### src/rtl/franken_uart_bus_pkg.sv
// Shared definitions for the franken_uart_bus UART responder:
// register offsets, STATUS bit positions and the TX/RX state encodings.
package franken_uart_bus_pkg;

    localparam logic [1:0] REG_TXDATA = 2'd0;
    localparam logic [1:0] REG_STATUS = 2'd1;
    localparam logic [1:0] REG_RXDATA = 2'd2;
    localparam logic [1:0] REG_RSVD   = 2'd3;

    localparam int STAT_TX_BUSY    = 0;
    localparam int STAT_RX_VALID   = 1;
    localparam int STAT_RX_OVERRUN = 2;
    localparam int STAT_FRAME_ERR  = 3;

    typedef enum logic [1:0] {
        TX_IDLE  = 2'd0,
        TX_START = 2'd1,
        TX_DATA  = 2'd2,
        TX_STOP  = 2'd3
    } tx_state_t;

    typedef enum logic [1:0] {
        RX_IDLE  = 2'd0,
        RX_START = 2'd1,
        RX_DATA  = 2'd2,
        RX_STOP  = 2'd3
    } rx_state_t;

    // The UART owns a 16-byte window; only the upper 28 address bits are compared.
    function automatic logic window_hit(input logic [31:0] a, input logic [31:0] base);
        return (a[31:4] == base[31:4]);
    endfunction

endpackage

### src/rtl/franken_uart_rx_core.sv
// Receive path: two-flop synchronizer on RXD followed by an 8N1 deserializer.
// Emits a one-cycle done pulse with the byte, or a one-cycle frame error pulse.
module franken_uart_rx_core
    import franken_uart_bus_pkg::*;
#(
    parameter int DIV = 16
)(
    input  logic       clk,
    input  logic       reset,
    input  logic       rxd,
    output logic [7:0] rx_byte,
    output logic       rx_done,
    output logic       rx_frame_err
);

    localparam int CNT_W = $clog2(DIV);
    localparam logic [CNT_W-1:0] CNT_MAX  = CNT_W'(DIV - 1);
    localparam logic [CNT_W-1:0] HALF_MAX = CNT_W'(DIV / 2 - 1);

    logic [1:0]       sync_q;
    logic             rxd_prev;
    logic             rx_s;
    logic             rx_fall;

    rx_state_t        rx_state, rx_state_nxt;
    logic [CNT_W-1:0] rx_cnt, rx_cnt_nxt;
    logic [2:0]       rx_bit, rx_bit_nxt;
    logic [7:0]       rx_shift, rx_shift_nxt;

    assign rx_s    = sync_q[1];
    assign rx_fall = rxd_prev & ~rx_s;
    assign rx_byte = rx_shift;

    // Bring RXD into the clock domain and keep one extra stage for edge detection.
    always_ff @(posedge clk or negedge reset) begin
        if (!reset) begin
            sync_q   <= 2'b11;
            rxd_prev <= 1'b1;
        end else begin
            sync_q   <= {sync_q[0], rxd};
            rxd_prev <= sync_q[1];
        end
    end

    // Receiver state, bit-period counter, bit index and shift register.
    always_ff @(posedge clk or negedge reset) begin
        if (!reset) begin
            rx_state <= RX_IDLE;
            rx_cnt   <= '0;
            rx_bit   <= '0;
            rx_shift <= '0;
        end else begin
            rx_state <= rx_state_nxt;
            rx_cnt   <= rx_cnt_nxt;
            rx_bit   <= rx_bit_nxt;
            rx_shift <= rx_shift_nxt;
        end
    end

    // Half a bit after the falling edge we confirm the start bit, then sample each bit mid-period.
    always_comb begin
        rx_state_nxt = rx_state;
        rx_cnt_nxt   = rx_cnt;
        rx_bit_nxt   = rx_bit;
        rx_shift_nxt = rx_shift;
        rx_done      = 1'b0;
        rx_frame_err = 1'b0;
        case (rx_state)
            RX_IDLE: begin
                if (rx_fall) begin
                    rx_state_nxt = RX_START;
                    rx_cnt_nxt   = '0;
                end
            end
            RX_START: begin
                if (rx_cnt == HALF_MAX) begin
                    rx_cnt_nxt = '0;
                    if (rx_s) begin
                        rx_state_nxt = RX_IDLE;
                    end else begin
                        rx_state_nxt = RX_DATA;
                        rx_bit_nxt   = '0;
                    end
                end else begin
                    rx_cnt_nxt = rx_cnt + 1'b1;
                end
            end
            RX_DATA: begin
                if (rx_cnt == CNT_MAX) begin
                    rx_cnt_nxt   = '0;
                    rx_shift_nxt = {rx_s, rx_shift[7:1]};
                    if (rx_bit == 3'd7) begin
                        rx_state_nxt = RX_STOP;
                    end else begin
                        rx_bit_nxt = rx_bit + 1'b1;
                    end
                end else begin
                    rx_cnt_nxt = rx_cnt + 1'b1;
                end
            end
            RX_STOP: begin
                if (rx_cnt == CNT_MAX) begin
                    rx_cnt_nxt   = '0;
                    rx_state_nxt = RX_IDLE;
                    if (rx_s) begin
                        rx_done = 1'b1;
                    end else begin
                        rx_frame_err = 1'b1;
                    end
                end else begin
                    rx_cnt_nxt = rx_cnt + 1'b1;
                end
            end
            default: begin
                rx_state_nxt = RX_IDLE;
            end
        endcase
    end

endmodule

### src/rtl/franken_uart_bus.sv
// Memory-mapped UART responder for the franken_riscv data bus.
// Holds the TX serializer, register decode, status flags and the store stall.
module franken_uart_bus
    import franken_uart_bus_pkg::*;
#(
    parameter int          CLK_HZ    = 50_000_000,
    parameter int          BAUD      = 115200,
    parameter logic [31:0] BASE_ADDR = 32'h1000_0000
)(
    input  logic        clk,
    input  logic        reset,
    input  logic [31:0] addr,
    input  logic        mem_write,
    input  logic        mem_read,
    input  logic [3:0]  byte_enable,
    input  logic [31:0] write_data,
    output logic [31:0] read_data,
    output logic        rbusy,
    input  logic        RXD,
    output logic        TXD
);

    localparam int DIV   = CLK_HZ / BAUD;
    localparam int CNT_W = $clog2(DIV);
    localparam logic [CNT_W-1:0] CNT_MAX = CNT_W'(DIV - 1);

    logic             hit;
    logic [1:0]       reg_off;
    logic             tx_hit_wr;
    logic             tx_accept;
    logic             stat_wr;
    logic             rx_rd;
    logic             tx_busy;

    tx_state_t        tx_state, tx_state_nxt;
    logic [CNT_W-1:0] tx_cnt, tx_cnt_nxt;
    logic [2:0]       tx_bit, tx_bit_nxt;
    logic [7:0]       tx_shift, tx_shift_nxt;

    logic             rx_valid;
    logic             rx_overrun;
    logic             frame_err;
    logic [7:0]       rx_byte;

    logic [7:0]       rx_core_byte;
    logic             rx_done;
    logic             rx_ferr;
    logic             rx_load;
    logic             overrun_set;

    logic             unused_bits;

    assign hit       = window_hit(addr, BASE_ADDR);
    assign reg_off   = addr[3:2];
    assign tx_hit_wr = mem_write & hit & (reg_off == REG_TXDATA);
    assign tx_busy   = (tx_state != TX_IDLE);
    assign tx_accept = tx_hit_wr & byte_enable[0] & ~tx_busy;
    assign rbusy     = tx_hit_wr & tx_busy;
    assign stat_wr   = mem_write & hit & (reg_off == REG_STATUS);
    assign rx_rd     = mem_read & hit & (reg_off == REG_RXDATA);

    // A read of RXDATA frees the holding register, so a byte finishing that cycle is not an overrun.
    assign rx_load     = rx_done & (~rx_valid | rx_rd);
    assign overrun_set = rx_done & rx_valid & ~rx_rd;

    assign unused_bits = ^{addr[1:0], write_data[31:8], byte_enable[3:1]};

    franken_uart_rx_core #(
        .DIV(DIV)
    ) u_rx_core (
        .clk          (clk),
        .reset        (reset),
        .rxd          (RXD),
        .rx_byte      (rx_core_byte),
        .rx_done      (rx_done),
        .rx_frame_err (rx_ferr)
    );

    // Register read mux; anything outside the window or in the reserved slot reads as zero.
    always_comb begin
        read_data = '0;
        if (hit) begin
            case (reg_off)
                REG_STATUS: begin
                    read_data[STAT_TX_BUSY]    = tx_busy;
                    read_data[STAT_RX_VALID]   = rx_valid;
                    read_data[STAT_RX_OVERRUN] = rx_overrun;
                    read_data[STAT_FRAME_ERR]  = frame_err;
                end
                REG_RXDATA: read_data = {24'b0, rx_byte};
                default:    read_data = '0;
            endcase
        end
    end

    // Transmitter state, bit-period counter, bit index and shift register.
    always_ff @(posedge clk or negedge reset) begin
        if (!reset) begin
            tx_state <= TX_IDLE;
            tx_cnt   <= '0;
            tx_bit   <= '0;
            tx_shift <= '0;
        end else begin
            tx_state <= tx_state_nxt;
            tx_cnt   <= tx_cnt_nxt;
            tx_bit   <= tx_bit_nxt;
            tx_shift <= tx_shift_nxt;
        end
    end

    // Each frame phase lasts DIV clocks; the shift register presents the current data bit in bit 0.
    always_comb begin
        tx_state_nxt = tx_state;
        tx_cnt_nxt   = tx_cnt;
        tx_bit_nxt   = tx_bit;
        tx_shift_nxt = tx_shift;
        case (tx_state)
            TX_IDLE: begin
                if (tx_accept) begin
                    tx_state_nxt = TX_START;
                    tx_cnt_nxt   = '0;
                    tx_shift_nxt = write_data[7:0];
                end
            end
            TX_START: begin
                if (tx_cnt == CNT_MAX) begin
                    tx_cnt_nxt   = '0;
                    tx_bit_nxt   = '0;
                    tx_state_nxt = TX_DATA;
                end else begin
                    tx_cnt_nxt = tx_cnt + 1'b1;
                end
            end
            TX_DATA: begin
                if (tx_cnt == CNT_MAX) begin
                    tx_cnt_nxt   = '0;
                    tx_shift_nxt = {1'b0, tx_shift[7:1]};
                    if (tx_bit == 3'd7) begin
                        tx_state_nxt = TX_STOP;
                    end else begin
                        tx_bit_nxt = tx_bit + 1'b1;
                    end
                end else begin
                    tx_cnt_nxt = tx_cnt + 1'b1;
                end
            end
            TX_STOP: begin
                if (tx_cnt == CNT_MAX) begin
                    tx_cnt_nxt   = '0;
                    tx_state_nxt = TX_IDLE;
                end else begin
                    tx_cnt_nxt = tx_cnt + 1'b1;
                end
            end
            default: begin
                tx_state_nxt = TX_IDLE;
            end
        endcase
    end

    // Line level follows the frame phase; idle and stop are high.
    always_comb begin
        TXD = 1'b1;
        case (tx_state)
            TX_START: TXD = 1'b0;
            TX_DATA:  TXD = tx_shift[0];
            default:  TXD = 1'b1;
        endcase
    end

    // Receive holding register and sticky flags; a flag being set beats a same-cycle clear.
    always_ff @(posedge clk or negedge reset) begin
        if (!reset) begin
            rx_byte    <= '0;
            rx_valid   <= 1'b0;
            rx_overrun <= 1'b0;
            frame_err  <= 1'b0;
        end else begin
            if (rx_load) begin
                rx_byte  <= rx_core_byte;
                rx_valid <= 1'b1;
            end else if (rx_rd) begin
                rx_valid <= 1'b0;
            end

            if (overrun_set) begin
                rx_overrun <= 1'b1;
            end else if (stat_wr && write_data[STAT_RX_OVERRUN]) begin
                rx_overrun <= 1'b0;
            end

            if (rx_ferr) begin
                frame_err <= 1'b1;
            end else if (stat_wr && write_data[STAT_FRAME_ERR]) begin
                frame_err <= 1'b0;
            end
        end
    end

endmodule

### config.mk
export PLATFORM = sky130hd
export DESIGN_NAME = franken_uart_bus
export DESIGN_NICKNAME = d
export VERILOG_FILES = /design/src/rtl/franken_uart_bus_pkg.sv /design/src/rtl/franken_uart_rx_core.sv /design/src/rtl/franken_uart_bus.sv
export SDC_FILE = /design/constraint.sdc
export NUM_CORES = 1
export LEC_CHECK = 0
export ABC_AREA = 1
export BUFFER_PORTS_ARGS = -buffer_cell sky130_fd_sc_hd__buf_4
export CAP_MARGIN = 40
export CELL_PAD_IN_SITES_DETAIL_PLACEMENT = 0
export CELL_PAD_IN_SITES_GLOBAL_PLACEMENT = 1
export CORE_ASPECT_RATIO = 1.5
export CORE_MARGIN = 4
export CORE_UTILIZATION = 35
export DETAILED_ROUTE_END_ITERATION = 16
export PLACE_DENSITY_LB_ADDON = 0.1
export SYNTH_ARGS = -nofsm -noshare
export SYNTH_HDL_FRONTEND = slang
export SYNTH_SLANG_ARGS = --single-unit
### constraint.sdc
create_clock -name clk -period 4.6 [get_ports clk]
set_clock_uncertainty 0.1 [all_clocks]
set_input_delay 1.15 -clock clk [delete_from_list [all_inputs] [get_ports clk]]
set_output_delay 1.15 -clock clk [all_outputs]
set_load 0.05 [all_outputs]
==> results by group <==
STA
  – Minimum clock period: 3667 ps
  – Actual slew at the worst max-slew pin: 831.6 ps
  – Hold_ws: 253.7 ps
  – Max-slew headroom: 44.36%
  – Final Setup Violations: 0
  – Setup tns final: 0 ps
  – Final Hold Viols: 0
  – Fin. max-slew vios: 0
  – Fmax achieved: 272.7 MHz
  – RSZ-0062 raised after global routing: no
  – Tcrit/Tclk final: 79.72%

Drt
  – Drt initial violations: 90
  – # DRC: 0
  – Final ANT Viol Nets: 0
  – DR WL/cell: 12.41 microns
  – First drt pass iteration count: 5
  – DRT Wirelength: 7684 microns
  – DR vias: 2,830
  – Via density: 4.572

CTS
  – Later-pin clock latency in the skew report: 330 ps
  – CTS tree: done
  – Number of post-CTS setup repair buffers: 0
  – Clock sink count: 58
  – Num CTS Buffers: 9
  – Clock tree buffer depth: 2
  – Hold-fix buffer count after cts: 0
  – Clock-pin slew on the worst setup and hold paths: 50 ps
  – Root Buffer: clkbuf_16
  – Post-cts sizing count: 0
  – H-tree depth: 3

Power
  – Leak: 2.097 nW
  – Pwr per Cell Area: 391.2 mW/mm^2
  – Clock power share: 43.9%
  – Register share of total power: 36.7%
  – Sw Ratio: 29.73%
  – Switching pwr: 489.9 uW
  – Combinational share of power: 19.4%
  – Internal cell power: 1.158 mW
  – Peak VDD IR: 0.0002454 V
  – Power Total: 1.648 mW

Outcome
  – Status: finished, final reports clean

Worst hold path
  – Hold/Removal Path Class: reg2reg
  – Hold Path Stages: 0
  – Hold path start: u_rx_core.sync_q[0]$_DFF_PN1_
  – WHS Endpoint: u_rx_core.sync_q[1]$_DFF_PN1_

Layout
  – Final Cell Area: 0.004213 sq mm
  – Commonest non-fill, non-tap cell in the layout: nand2_1
  – Highest-count cells in the layout ignoring fill and taps: 126 x nand2_1, 55 x dfrtp_1, 53 x buf_4
  – Diode count: 0
  – Layout cells sized above 1: 19.05%
  – Sequential cell area: 0.001455 sq mm
  – # fillers: 1,002
  – Area growth syn-to-layout: 20.59%
  – # nets final: 593
  – Multi-input gate area: 0.001704 sq mm

Floorplanning
  – Initial Util: 35.85%
  – Die area: 0.01168 sq mm
  – Core area: 0.009744 sq mm
  – Die Width: 89.57 microns
  – Row Count: 44
  – Die Span Y: 130.4 microns
  – Num ports: 107

Critical path
  – CP Launch Type: input pin
  – CP max-delay cell: nor3b_1
  – CP max FO: 5
  – FF-to-FF Start: tx_state[0]$_DFFE_PN0P_
  – Worst R2R Setup Slack: 2360 ps
  – R2R cell count: 8
  – Worst-path cell chain: buf_4 > or2_0 > nor2_1 > nand2_1 > nor2_4 > nand2_1 > nor3b_1 > buf_4
  – CP Class: in2out
  – Reg-to-reg endpoint: tx_bit[0]$_DFFE_PN0P_
  – Crit. End Element: output port
  – CP arrival: 2420 ps
  – Delay-heaviest family, CP: simple AND/OR/NAND/NOR gates
  – Buf+Inv Stages, Crit Path: 2
  – CP peak stage delay: 260 ps
  – Data required time of the worst path: 3350 ps

Logic synthesis
  – Avg Cell Area, Syn: 7.921 sq um
  – Main synth FF type: dfrtp_1
  – Async SR Flop Fraction: 100.0%
  – Number of enable flip-flop cells after synthesis: 0
  – Syn Inst Count: 441
  – Post-synthesis sequential area ratio: 41.65%
  – Mapped Area: 0.003493 sq mm
  – Post-synth cell types: 34
  – Yosys warns: 0
  – Synth Register Bits: 58

Global routing
  – Grt total ovfl: 0
  – Largest net degree at the start of global routing: 59
  – First-pass GRT wire length: 12,810 microns
  – Vias in the first global route: 2,745
  – Total global routing track utilization: 14.27%
  – Initial antenna violation count: 0

Place
  – Placed Area: 0.003892 sq mm
  – Hpwl dp: 5803 microns
  – Placer Congestion: 0.8119
  – Port Buffers: 53

Run
  – Max_cap viols: 0
[registers in the layout, summed over array words and instances, names as in the netlist, named ones only]
name	flops
tx_bit	3
rx_valid	1
u_rx_core.rxd_prev	1
tx_state	2
u_rx_core.sync_q	2
u_rx_core.rx_state	1
frame_err	1
u_rx_core.rx_byte	8
u_rx_core.rx_cnt	9
tx_cnt	9
rx_overrun	1
tx_shift	8
rx_byte	8
u_rx_core.rx_bit	3
[how the worst max path moves through the flow]
stage              from     to  slack [ps]  depth (start not counted)
6_report       addr[31]  rbusy         930                          8
5_1_grt        addr[17]  rbusy         800                          9
4_1_cts        addr[31]  rbusy         900                          8
3_5_place_dp   addr[31]  rbusy         910                          8
3_3_place_gp   addr[31]  rbusy         900                          8
2_1_floorplan  addr[31]  rbusy         450                          6
[Yosys cell counts (2+ instances only)]
cell type  count  area [sq um]
nand3b_1       2         15.01
ha_1          21         262.8
o21ai_0       25         125.1
nor3b_1        3         22.52
dfstp_2        3         78.83
inv_2          2         7.510
nor3_1         4         20.02
xor2_1         7         61.31
xnor2_1        2         17.52
dfrtp_1       55          1376
nand2_2        5         31.28
buf_6          4         45.04
o21ai_2        8         70.07
o22ai_1        5         31.28
nand2_4        2         22.52
nand3_1       22         110.1
nand4_1        5         31.28
nand2_1      126         473.0
nand4_2        2         25.02
inv_1         49         183.9
buf_4         24         180.2
a21oi_1        9         45.04
nor2_1        45         168.9
[metal layers]
layer | GRT usage (%) | vias up | share of wire (%)
li1 | - | 1464 | -
met1 | 16.38 | 1321 | 41
met2 | 24.40 | 34 | 55
met3 | 3.222 | 11 | 2.6
met4 | 7.099 | 0 | 1.6
met5 | 0 | - | 0
[power groups by stage]
stage	registers, mW	logic [mW]	clock network (mW)
after floorplan	0.605	0.245	0
after global placement	0.613	0.323	0
after detailed placement	0.614	0.323	0
after CTS	0.606	0.323	0.743
after global routing	0.615	0.367	0.767
final	0.606	0.320	0.723
[metrics by stage]
step	util, %	setup slack (ps)	cells
floorplan	-	446.3	464
global placement	39.95	899.7	603
detailed placement	39.95	910.1	603
CTS	43.23	900.4	619
global route	43.23	801.2	619
finish	43.23	932.7	619
[kinds of logic (layout without fill, tap and decap cells)]
| kind of cell | Yosys count | count (layout) | share of synthesized area [%] |
|---|---|---|---|
| AO/OA/AOI/OAI | 50 | 50 | 8.596 |
| XOR/XNOR | 9 | 9 | 2.257 |
| adder cells (fa/ha/maj) | 21 | 21 | 7.521 |
| buffers and inverters | 80 | 120 | 12.03 |
| flip-flops | 58 | 58 | 41.65 |
| other | 1 | 24 | 0.1073 |
| AND/OR/NAND/NOR | 222 | 222 | 27.83 |
[layout make-up]
type | count | share of cell area [%]
Clock buffer | 11 | 5.762
Clock inverter | 5 | 1.841
Inverter | 51 | 4.544
Multi-Input combinational cell | 326 | 40.45
Sequential cell | 58 | 34.54
Tap cell | 115 | 3.416
Timing Repair Buffer | 53 | 9.445
Power figures use the tool's default switching activity.
